`src/rtl/s_coef_bank.sv`:
```
// s_coef_bank: bank of num_vectors polynomial coefficient vectors, max_degree+1 words each.
// Each vector has a valid flag and a degree; coefficients of an invalid vector, or above
// its degree, read back as 0. A sequential FSM zeroes one whole vector.
//
// Ports:
//   clk, rst          clock, asynchronous active-high reset
//   data              write data
//   wr_vector_addr,
//   wr_coef_addr,
//   wr_en             write request; dropped on an illegal address or while busy
//   rd_vector_addr,
//   rd_coef_addr,
//   rd_en             read request, latency 1
//   clr_vector_addr,
//   clr_start         start clearing a vector (ignored while busy or on an illegal address)
//   q, rd_degree      registered read data and degree of the vector read
//   q_en              one-cycle pulse: q/rd_degree updated
//   wr_suc            one-cycle pulse: write committed
//   busy              clear in progress
//   clr_done          one-cycle pulse: clear finished
//   vec_valid         per-vector "holds at least one write" flag
module s_coef_bank #(
  parameter int unsigned word_size   = 16,
  parameter int unsigned num_vectors = 8,
  parameter int unsigned max_degree  = 10,
  localparam int unsigned VW = (num_vectors > 1) ? $clog2(num_vectors) : 1,
  localparam int unsigned CW = (max_degree > 0) ? $clog2(max_degree + 1) : 1
) (
  input  logic                   clk,
  input  logic                   rst,
  input  logic [word_size-1:0]   data,
  input  logic [VW-1:0]          wr_vector_addr,
  input  logic [CW-1:0]          wr_coef_addr,
  input  logic                   wr_en,
  input  logic [VW-1:0]          rd_vector_addr,
  input  logic [CW-1:0]          rd_coef_addr,
  input  logic                   rd_en,
  input  logic [VW-1:0]          clr_vector_addr,
  input  logic                   clr_start,
  output logic [word_size-1:0]   q,
  output logic                   q_en,
  output logic [CW-1:0]          rd_degree,
  output logic                   wr_suc,
  output logic                   busy,
  output logic                   clr_done,
  output logic [num_vectors-1:0] vec_valid
);

  typedef enum logic [1:0] {StIdle, StClear, StDone} state_e;

  // Coefficient storage is deliberately not reset; vec_valid masks stale contents.
  logic [word_size-1:0] mem [num_vectors][max_degree+1];

  logic [CW-1:0]          degree_q [num_vectors];
  logic [CW-1:0]          degree_d [num_vectors];
  logic [num_vectors-1:0] vec_valid_d;

  state_e        state_q;
  logic [VW-1:0] clr_vec_q;
  logic [CW-1:0] cnt_q;

  logic wr_legal, rd_legal, clr_legal;
  logic wr_fire, rd_fire, clr_fire;

  assign wr_legal  = (32'(wr_vector_addr) < num_vectors) && (32'(wr_coef_addr) <= max_degree);
  assign rd_legal  = (32'(rd_vector_addr) < num_vectors) && (32'(rd_coef_addr) <= max_degree);
  assign clr_legal = 32'(clr_vector_addr) < num_vectors;

  assign wr_fire  = wr_en && wr_legal && !busy;
  assign rd_fire  = rd_en && rd_legal;
  assign clr_fire = (state_q == StIdle) && clr_start && clr_legal;

  // Next-state of the per-vector bookkeeping. A clear starting on the same edge as a write
  // to the same vector wins: the vector ends up invalid.
  always_comb begin
    vec_valid_d = vec_valid;
    for (int v = 0; v < int'(num_vectors); v++) begin
      degree_d[v] = degree_q[v];
    end
    if (wr_fire) begin
      vec_valid_d[wr_vector_addr] = 1'b1;
      if (!vec_valid[wr_vector_addr] || (wr_coef_addr > degree_q[wr_vector_addr])) begin
        degree_d[wr_vector_addr] = wr_coef_addr;
      end
    end
    if (clr_fire) begin
      vec_valid_d[clr_vector_addr] = 1'b0;
      degree_d[clr_vector_addr]    = '0;
    end
  end

  // Read data is evaluated against post-write state so a same-edge write is seen (write-first).
  logic [word_size-1:0] rd_word;
  logic [word_size-1:0] q_d;
  logic [CW-1:0]        rd_degree_d;
  logic                 rd_vec_ok;

  always_comb begin
    rd_word = '0;
    if (rd_legal) begin
      rd_word = mem[rd_vector_addr][rd_coef_addr];
    end
    if (wr_fire && (wr_vector_addr == rd_vector_addr) && (wr_coef_addr == rd_coef_addr)) begin
      rd_word = data;
    end
    rd_vec_ok   = vec_valid_d[rd_vector_addr];
    q_d         = (rd_vec_ok && (rd_coef_addr <= degree_d[rd_vector_addr])) ? rd_word : '0;
    rd_degree_d = rd_vec_ok ? degree_d[rd_vector_addr] : '0;
  end

  always_ff @(posedge clk) begin
    if (wr_fire) begin
      mem[wr_vector_addr][wr_coef_addr] <= data;
    end else if (state_q == StClear) begin
      mem[clr_vec_q][cnt_q] <= '0;
    end
  end

  always_ff @(posedge clk or posedge rst) begin
    if (rst) begin
      vec_valid <= '0;
      for (int v = 0; v < int'(num_vectors); v++) begin
        degree_q[v] <= '0;
      end
      q         <= '0;
      q_en      <= 1'b0;
      rd_degree <= '0;
      wr_suc    <= 1'b0;
    end else begin
      vec_valid <= vec_valid_d;
      degree_q  <= degree_d;
      wr_suc    <= wr_fire;
      q_en      <= rd_fire;
      if (rd_fire) begin
        q         <= q_d;
        rd_degree <= rd_degree_d;
      end
    end
  end

  // Clear FSM: IDLE -> CLEAR (one coefficient per cycle) -> DONE (one cycle) -> IDLE.
  always_ff @(posedge clk or posedge rst) begin
    if (rst) begin
      state_q   <= StIdle;
      clr_vec_q <= '0;
      cnt_q     <= '0;
      busy      <= 1'b0;
      clr_done  <= 1'b0;
    end else begin
      case (state_q)
        StIdle: begin
          if (clr_fire) begin
            state_q   <= StClear;
            clr_vec_q <= clr_vector_addr;
            cnt_q     <= '0;
            busy      <= 1'b1;
          end
        end
        StClear: begin
          if (32'(cnt_q) == max_degree) begin
            state_q  <= StDone;
            clr_done <= 1'b1;
          end else begin
            cnt_q <= cnt_q + 1'b1;
          end
        end
        StDone: begin
          state_q  <= StIdle;
          busy     <= 1'b0;
          clr_done <= 1'b0;
        end
        default: begin
          state_q  <= StIdle;
          busy     <= 1'b0;
          clr_done <= 1'b0;
        end
      endcase
    end
  end

endmodule
```
`config.mk`:
```
export PLATFORM = sky130hd
export DESIGN_NAME = s_coef_bank
export DESIGN_NICKNAME = d
export VERILOG_FILES = /design/src/rtl/s_coef_bank.sv
export SDC_FILE = /design/constraint.sdc
export NUM_CORES = 1
export LEC_CHECK = 0
export ABC_AREA = 1
export ABC_CLOCK_PERIOD_IN_PS = 11200
export CORE_ASPECT_RATIO = 0.5
export CORE_MARGIN = 1
export CORE_UTILIZATION = 50
export DETAILED_ROUTE_END_ITERATION = 16
export PLACE_DENSITY_LB_ADDON = 0.05
export SETUP_SLACK_MARGIN = 0.5
export SYNTH_ARGS = -nofsm -noshare
export SYNTH_HDL_FRONTEND = slang
export SYNTH_SLANG_ARGS = --single-unit
```
`constraint.sdc`:
```
create_clock -name clk -period 11.2 [get_ports clk]
set_input_delay 1.12 -clock clk [delete_from_list [all_inputs] [get_ports clk]]
set_output_delay 1.12 -clock clk [all_outputs]
set_load 0.02 [all_outputs]
```
### Word level (Yosys, flattened, before mapping)

Memory sizes are Yosys's and may differ from the RTL's.
Cells that the tools add are included.

| cells by class | value |
|---|---|
| add/subtract/negate cells | 1 |
| $lt $le $gt $ge | 19 |
| equal/unequal tests | 7 |
| mux-type cells | 53 |
| bitwise operators | 13 |
| reductions and logical operators | 24 |

Operator list:

| operator | number |
|---|---|
| two-way mux 176 bit | 4 |
| OR reduction 176 bit | 1 |
| demux 16 bit (select 4 bit) | 2 |
| two-way mux 16 bit | 7 |
| two-way mux 32 bit | 3 |
| binary-select mux 16 bit (select 4 bit) | 1 |
| two-way mux 4 bit | 9 |
| AND 32 bit | 1 |
| bitwise mux 32 bit | 1 |
| inverter 32 bit | 1 |
| binary-select mux 4 bit (select 3 bit) | 2 |
| demux 4 bit (select 3 bit) | 2 |
| two-way mux 8 bit | 2 |
| >= comparator 5 bit (second input constant) | 3 |
| inverter 4 -> 5 bit | 3 |
| logical AND 1 bit | 13 |
| >= comparator 4 bit (second input constant) | 3 |
| less-than comparator 3 x 4 -> 1 bit (second input constant) | 3 |
| inverter 3 -> 4 bit | 3 |
| less-than comparator 5 x 1 -> 1 bit (second input constant) | 2 |
| two-way mux 1 bit | 9 |
| AND 8 bit | 1 |
| less-or-equal comparator 4 bit (second input constant) | 2 |
| less-than comparator 4 x 1 -> 1 bit (second input constant) | 2 |
| other kinds (26) | 37 |

| word-level totals | value |
|---|---|
| register bits after elaboration | 73 |
| memory bits (writable) | 1,408 |
| input bits | 38 |
| memories | 1 |

Memories:

| memory | depth | width | rd ports | clocked after Yosys merged registers in | write ports | line | text |
|---|---|---|---|---|---|---|---|
| mem | 8 | 176 | 1 | 0 | 1 | 52 | `logic [word_size-1:0] mem [num_vectors][max_degree+1];` |

### Longest topological paths before layout

Gate-level depths: netlist (run 1).

| logic depth | value |
|---|---|
| depth after elaboration | 16 |
| mapped depth | 31 |
| depth with buffers taken out | 29 |

### Worst setup path before layout (run 1)

Ideal clock, no wire load.

| path | value |
|---|---|
| kind | input -> register |
| start point | input wr_en |
| end point | memory mem[0][101] (netlist bit), data pin |
| library setup time | 611 ps |
| arrival | 4,404 ps |
| data required time | 10,589 ps |
| slack | 6,184 ps |
| stages | 11 |
| path through | inv_1 > nor2_1 > nand2_4 > buf_4 > nand2_1 > nand3_1 > nor2_2 > nand2_4 > buf_6 > clkbuf_1 > nor2_1 |

| on the way | value |
|---|---|
| cells in the longest elaborated chain, start to end | 6 |

RTL lines:

| item | line | text |
|---|---|---|
| from (decl) | 34 | `input logic wr_en,` |
| logical AND 1 bit (2 in a row) | 69 | `assign wr_fire = wr_en && wr_legal && !busy;` |
| two-way mux 1 bit | 112 | `if (wr_fire) begin` |
| two-way mux 176 bit (implied by the code) | 115 | `mem[clr_vec_q][cnt_q] <= '0;` |
| OR reduction 176 bit (no source line) | - |  |
| two-way mux 176 bit (no source line) | - |  |
| to (decl) | 52 |  |

No other way between the ends.

### Worst setup path after layout (run 1)

| path | value |
|---|---|
| start point | input wr_vector_addr[0] |
| end point | register q[6] |

| on the way | value |
|---|---|
| cells in the longest elaborated chain, start to end | 16 |
| elaborated cells between the ends (all ways) | 40 |
| those cells by class | order compare (6); eq/ne (1); mux (22); bitwise (4); reduce/logical (7) |

RTL lines:

| item | line | text |
|---|---|---|
| from (decl) | 32 | `input logic [VW-1:0] wr_vector_addr,` |
| inverter 3 -> 4 bit (implied by the code) | 82, 83 |  |
| binary-select mux 4 bit (select 3 bit), or another cell as far along | 82 | `if (!vec_valid[wr_vector_addr] \|\| (wr_coef_addr > degree_q[wr_vector_addr])) begin` |
| two-way mux 4 bit (implied by the code) / logical AND 1 bit (equally long branches) | 82, 83 |  |
| two-way mux 4 bit, on equally long branches | 82, 83 |  |
| > comparator 4 bit / demux 4 bit (select 3 bit) (equally long branches) | 82, 83 |  |
| logical OR 1 bit / bitwise mux 32 bit (equally long branches) | 82, 83 |  |
| two-way mux 32 bit | 82 |  |
| two-way mux 32 bit | 80 | `if (wr_fire) begin` |
| AND 32 bit (no source line) | - |  |
| two-way mux 32 bit | 86 | `if (clr_fire) begin` |
| binary-select mux 4 bit (select 3 bit) | 107 | `q_d = (rd_vec_ok && (rd_coef_addr <= degree_d[rd_vector_addr])) ? rd_word : '0;` |
| two-way mux 4 bit (implied by the code) (2 in a row) | 107 |  |
| less-or-equal comparator 4 bit | 107 |  |
| logical AND 1 bit | 107 |  |
| two-way mux 16 bit * | 107 |  |
| to (signal assigned) | 135 | `q <= q_d;` |
| to (decl) | 40 | `output logic [word_size-1:0] q,` |

Every way passes the cells marked *; elsewhere a longest branch is shown, timed or not. The select of a mux whose other input is x is not followed.
A chain may end at the register's enable or synchronous reset.

==> metrics.yaml, run 1 <==
worst_setup_path:
  worst_path_most_repeated_cell: "nand2_1"
  path_buf_inv: 7
  cp-end-kind: "flip-flop"
  crit_family: "simple AND/OR/NAND/NOR gates"
  cp-start-kind: "input pin"
  crit_arrival_ns: 7.08
  path_class: "input pin to flip-flop"
  cp_max_fo: 40
  required_ns: 11.89
  cpMaxStageDelayCell: "nor3_2"
  max_stage_delay_ns: 0.87
logic_synthesis:
  netlist_area_um2: 61200
  async_reset_ff_frac: 0.0493
  syn_nets: 5271
  ys_seq_area_frac: 0.721
  synth_edf_count: 1408
  ys_ff_latch: 1481
  synth.distinct_cells: 41
  ys.flop_type: "edfxtp_1"
  synth_cells: 5221
  yosys_warnings: 0
  syn_area_per_cell_um2: 11.7
clock_tree:
  postCtsSetupBuffers: 0
  cts.reportedPaths.clkPinSlew_ns: 0.07
  clock_latency_ns: 0.78
  hold_buffers: 0
  ctsLongestPathBuffers: 3
  cts_tree: "yes"
  cts-root-buf: "clkbuf_16"
  htree_num_levels: 4
  cts.sinks: 1481
  cts_resized: 0
  cts_made_buffers: 136
power:
  power_mw: 15.8
  internal_power_mw: 10.7
  power.leakage_nw: 24.0
  clockPowerShare: 0.282
  switching_power_mw: 5.14
  p_per_area_nw_per_um2: 233
  vdd_drop_max_mv: 0.183
  pwr-share-seq: 0.495
  netSwitchingFraction: 0.325
  combPwrFrac: 0.223
route:
  vias_per_cell: 5.92
  vias: 41200
  ant_nets: 0
  drt_iter0_drc: 4910
  drt_pass1_iterations: 5
  drt-total-wl_mm: 183
  post_drt_wl_per_cell_um: 26.2
  drc_errors: 0
final_layout:
  final_core_util: 0.561
  nets: 5299
  final_area_um2: 67900
  drive_gt1_frac: 0.0713
  area_growth_pct: 11.0
  final-instance-count-excl-fill: 6959
sta:
  skew_ns: 0.0244
  timing.final.crit_period_ns: 6.38
  max_freq_mhz: 157
  max-slew-margin-rel: 0.179
  rsz0062_at_grt: "false"
  finalSetupViolCount: 0
  hold_violations: 0
  finalCritPeriodShare: 0.570
  tightest_slew_ns: 1.22
  setup_slack_ns: 4.82
  whs_ns: 0.495
  fin_setup_tns_ns: 0
  maxSlewViolCount: 0
global_route:
  overflow: 0
  grt_start_max_net_pins: 191
  grtUsageTotal: 0.295
  grt_pass1_wl_mm: 266
  antenna_found_initial: 7
  grt_pass1_vias: 38600
placed_design:
  dp_slack_ns: 4.11
  finalWeightedCongestion: 0.911
  place_area_um2: 63800
  dp_hpwl_mm: 105
  port_buffers: 69
  dp_cells: 6721
floorplanning:
  die_w_um: 497
  fp-row-count: 90
  ios: 70
  fp.coreArea_um2: 121000
  dieArea_um2: 124000
  initial_utilization: 0.506
  die_h_um: 249
min_path:
  hold_path_class: "flip-flop to flip-flop"
run_status:
  status: "complete, no violations"
flow_run:
  maxCapViolations: 0
[worst register-to-register path, delay by kind of cell, from the launching register on]
| kind | cells | cell delay, ns |
|---|---|---|
| adder cells (fa/ha/maj) | 2 | 0.51 |
| buffers and inverters | 6 | 0.78 |
| AO/OA/AOI/OAI | 4 | 0.40 |
| AND/OR/NAND/NOR | 14 | 2.80 |
| flip-flops | 1 | 0.36 |
[flip-flops by register name, summed over array words and instances, names as in the netlist, 2 cells and up]
signal and cells:
vec_valid 8, q 16, mem 1408, clr_vec_q 3
cnt_q 4, state_q 2, degree_q 32, rd_degree 4
[final cells by class]
type	instances	area [um^2]
fillers	10000	53000
flip-flops and latches	1481	44100
multi-input cells	3256	15200
clock buffers	181	3700
well taps	1610	2010
repair buffers	221	1900
inverters	153	611
clock inverters	55	402
diodes	2	5.00
[cells by family (layout without fill, tap and decap cells)]
kind of cell | after synthesis | in the layout | synth area share
AOI/OAI and AO/OA | 790 | 790 | 0.0753
xor gates and xnor gates | 8 | 8 | 0.00115
adders and majority gates | 12 | 12 | 0.00245
buffers and inverters | 484 | 610 | 0.0333
DFF | 1481 | 1481 | 0.721
other | 0 | 2 | 0
and+or+nand+nor | 2446 | 2446 | 0.167
[power by group through the flow]
stage               Combinational, mW  Clock, mW  Sequential (mW)
finish                           3.53       4.46             7.85
global route                     3.74       4.72             7.89
CTS                              3.51       4.53             7.85
detailed placement               3.51          0             7.97
global placement                 3.47          0             7.96
floorplan                        1.70          0             8.04
[synth_stat cells, drive strengths merged (3+ instances only)]
| cell type | n | share of area |
|---|---|---|
| clkinv | 6 | 0.00037 |
| edfxtp | 1408 | 0.69 |
| o221ai | 38 | 0.0054 |
| o22ai | 39 | 0.0040 |
| o31ai | 27 | 0.0033 |
| a21oi | 91 | 0.0074 |
| dfrtp | 73 | 0.030 |
| xor2 | 8 | 0.0011 |
| nand2 | 1072 | 0.066 |
| nor3 | 3 | 0.00033 |
| buf | 146 | 0.012 |
| nand3 | 614 | 0.051 |
| o21bai | 3 | 0.00037 |
| clkbuf | 185 | 0.011 |
| and3 | 25 | 0.0026 |
| nand4 | 25 | 0.0026 |
| o211ai | 135 | 0.017 |
| o21ai | 451 | 0.037 |
| ha | 12 | 0.0025 |
| a31oi | 3 | 0.00031 |
| nor2 | 702 | 0.044 |
| inv | 147 | 0.0093 |
[worst paths after layout]
check | slack, ns | cells after the start | from | to
worst max register to register | 6.26 | 26 | degree_q[18]$_DFF_PP0_ | q[6]$_DFFE_PP0P_
min in group asynchronous | 0.99 | 3 | rst | degree_q[19]$_DFF_PP0_
worst min-delay path | 0.50 | 2 | clr_vec_q[2]$_DFFE_PP0P_ | clr_vec_q[2]$_DFFE_PP0P_
worst max-delay path | 4.82 | 28 | wr_vector_addr[0] | q[6]$_DFFE_PP0P_
worst min register to register | 0.50 | 2 | clr_vec_q[2]$_DFFE_PP0P_ | clr_vec_q[2]$_DFFE_PP0P_
max in group asynchronous | 9.47 | 3 | rst | vec_valid[3]$_DFF_PP0_
[layer usage]
metal  global-route usage  up-vias  share of wire
met5                    0        -        0.00022
met4               0.0748        6          0.020
met3               0.0580      219          0.088
met2                0.425     1747           0.43
met1                0.458    20600           0.46
li1                     -    18700              -
[layout by cell type (no fill, tap or decap), drive strengths merged]
cell type	count
clkdlybuf4s50	65
edfxtp	1408
a31oi	3
nand4	25
bufinv	4
clkbuf	181
nand2	1072
or4	2
buf	156
o21bai	3
nand3b	1
o31ai	27
clkinv	45
nand3	614
o211ai	135
and3	25
nor3	3
a32oi	1
o21ai	451
dfrtp	73
nor2	702
xor2	8
o2111ai	2
nor4	2
ha	12
inv	155
clkinvlp	4
a21oi	91
diode	2
o221ai	38
o22ai	39
Power figures use the tool's default switching activity.
==> inputs of run 2 (changes only) <==
--- a/config.mk
+++ b/config.mk
@@ -6,7 +6,7 @@
 export NUM_CORES = 1
 export LEC_CHECK = 0
 export ABC_AREA = 1
-export ABC_CLOCK_PERIOD_IN_PS = 11200
+export ABC_CLOCK_PERIOD_IN_PS = 6080
 export CORE_ASPECT_RATIO = 0.5
 export CORE_MARGIN = 1
 export CORE_UTILIZATION = 50
==> constraint.sdc (replaced) <==
create_clock -name clk -period 6.08 [get_ports clk]
set_input_delay 0.608 -clock clk [delete_from_list [all_inputs] [get_ports clk]]
set_output_delay 0.608 -clock clk [all_outputs]
set_load 0.02 [all_outputs]
==> run 2 against run 1 <==
Global-route usage rose by 0.92 points. First-iteration DRC count rose by 13%. Clock skew fell by 0.0019 ns. Die area did not move. Clock power rose by 89%. Flip-flop and latch count did not move. Non-clock buffer count rose by 53. Setup slack got worse by 3.7 ns. Via count rose by 1.1%. Worst hold slack got worse by 0.33 ns. Design area rose by 1.0%.
==> metrics.yaml, run 2 (synthesis results as in run 1) <==
sta:
  timing.final.crit_period_ns: 4.93
  fin_setup_tns_ns: 0  # unchanged
  hold_violations: 0  # unchanged
  finalCritPeriodShare: 0.810
  skew_ns: 0.0226  # -0.00188 ns
  setup_slack_ns: 1.15  # -3.66 ns
  max_freq_mhz: 203
  maxSlewViolCount: 0  # unchanged
  finalSetupViolCount: 0  # unchanged
  tightest_slew_ns: 1.35  # +0.135 ns
  max-slew-margin-rel: 0.0979  # -0.0811
  rsz0062_at_grt: "false"
floorplanning:
  dieArea_um2: 124000  # unchanged
  ios: 70  # unchanged
  initial_utilization: 0.506  # unchanged
  fp.coreArea_um2: 121000  # unchanged
  fp-row-count: 90  # unchanged
  die_h_um: 249  # unchanged
  die_w_um: 497  # unchanged
clock_tree:
  htree_num_levels: 4  # unchanged
  cts_tree: "yes"
  cts-root-buf: "clkbuf_16"
  ctsLongestPathBuffers: 3  # unchanged
  cts_made_buffers: 134  # -1.5%
  cts.reportedPaths.clkPinSlew_ns: 0.07  # about the same
  clock_latency_ns: 0.78  # about the same
  postCtsSetupBuffers: 0  # unchanged
  hold_buffers: 0  # unchanged
  cts.sinks: 1481  # unchanged
global_route:
  overflow: 0  # unchanged
  grt_pass1_wl_mm: 272  # +2.3%
  antenna_found_initial: 7  # unchanged
  grtUsageTotal: 0.304  # +0.00917
  grt_pass1_vias: 38600  # +0.031%
  grt_start_max_net_pins: 187  # -2.1%
worst_setup_path:
  worst_path_most_repeated_cell: "nand2_1"
  cp_max_fo: 14  # -65%
  required_ns: 6.78  # -5.11 ns
  r2r-end: "q[7]$_DFFE_PP0P_"
  cpMaxStageDelayCell: "clkdlybuf4s50_1"
  cp-end-kind: "flip-flop"
  path_class: "input pin to flip-flop"
  crit_arrival_ns: 5.63  # -1.45 ns
  crit_start: "wr_vector_addr[2]"
  reg2reg_slack_ns: 1.53  # -4.73 ns
  timing.rr.start: "degree_q[27]$_DFF_PP0_"
  cp-start-kind: "input pin"
  max_stage_delay_ns: 0.61  # -0.26 ns
  r2r_cells: 26  # unchanged
flow_run:
  maxCapViolations: 0  # unchanged
route:
  vias_per_cell: 5.94  # +0.28%
  drt-total-wl_mm: 188  # +3.0%
  drt_pass1_iterations: 6  # +1
  drt_iter0_drc: 5531  # +13%
  drc_errors: 0  # unchanged
  vias: 41700  # +1.1%
  post_drt_wl_per_cell_um: 26.8  # +2.2%
  ant_nets: 0  # unchanged
power:
  vdd_drop_max_mv: 0.472  # +160%
  p_per_area_nw_per_um2: 437  # +87%
  power.leakage_nw: 24.4  # +1.6%
placed_design:
  finalWeightedCongestion: 0.919  # +0.88%
  dp_cells: 6773  # +0.77%
  dp_hpwl_mm: 110  # +5.7%
  place_area_um2: 64400  # +0.91%
  port_buffers: 69  # unchanged
  dp_slack_ns: 0.215  # -3.90 ns
final_layout:
  layout_common_cells: "edfxtp_1, nand2_1, nor2_1, nand3_1, o21ai_0"
  nFillCells: 10100  # +0.46%
  area_growth_pct: 12.2
  nets: 5350  # +0.96%
  final_common_cell: "edfxtp_1"
  top_regs: "mem: 1408 flops, degree_q: 32 flops, q: 16 flops"
  regMostFlops: "mem"
  final_area_um2: 68600  # +1.0%
  final-instance-count-excl-fill: 7018  # +0.85%
  drive_gt1_frac: 0.0814  # +0.0101
  largest_register_ffs: 1408  # unchanged
run_status:
  status: "complete, no violations"
min_path:
  hold_path_class: "input pin to async pin"
-- run 2: worst max-delay path by stage --
stage | endpoint | cells after the start
finish | q[7]$_DFFE_PP0P_ | 28
CTS | q[2]$_DFFE_PP0P_ | 28
floorplan | mem[0][101]$_DFFE_PP_ | 11
detailed placement | q[2]$_DFFE_PP0P_ | 28
global route | q[2]$_DFFE_PP0P_ | 28
global placement | q[5]$_DFFE_PP0P_ | 28
-- run 2: final cells by class --
type / count / area [um^2] / share of cell area
antenna: 1 / 2.50 / 0.0000365
clock buffer: 185 / 3740 / 0.0546
clock inverter: 58 / 473 / 0.00689
inverter: 153 / 611 / 0.00890
multi-input combinational: 3256 / 15200 / 0.221
sequential: 1481 / 44100 / 0.643
tap: 1610 / 2010 / 0.0294
timing repair buffer: 274 / 2500 / 0.0365
-- run 2: timing repair --
| action | 4_1_cts | 5_1_grt |
|---|---|---|
| hold endpoints to repair | 0 | 0 |
| gates resized for setup | 0 | 1 |
| setup endpoints to repair | 0 | 4 |
-- run 2: power by group --
part	internal, mW	switching (mW)
sequential	14.2	0.260
combinational	1.32	5.82
clock	4.59	3.83
-- run 2: per-stage QoR --
step | power (mW) | util | hold WS, ns
finish | 30.0 | 0.567 | 0.162
global route | 30.9 | 0.567 | 0.176
CTS | 30.0 | 0.567 | 0.135
detailed placement | 21.6 | 0.532 | 0.493
global placement | 21.5 | 0.532 | 0.487
floorplan | 17.9 | - | 0.453
-- run 2: worst max-delay path, delay by kind of cell --
kind	cells	cell delay, ns
and+or+nand+nor	16	2.70
buffers and inverters	6	1.14
AOI/OAI and AO/OA	4	0.65
adders and majority gates	2	0.51
-- run 2: routing by layer --
| layer | vias up | track usage | part of all wire |
|---|---|---|---|
| li1 | 18800 | - | - |
| met1 | 20700 | 0.481 | 0.46 |
| met3 | 228 | 0.0676 | 0.099 |
| met5 | - | 0 | 0.000048 |
| met2 | 1930 | 0.420 | 0.42 |
| met4 | 2 | 0.0800 | 0.022 |
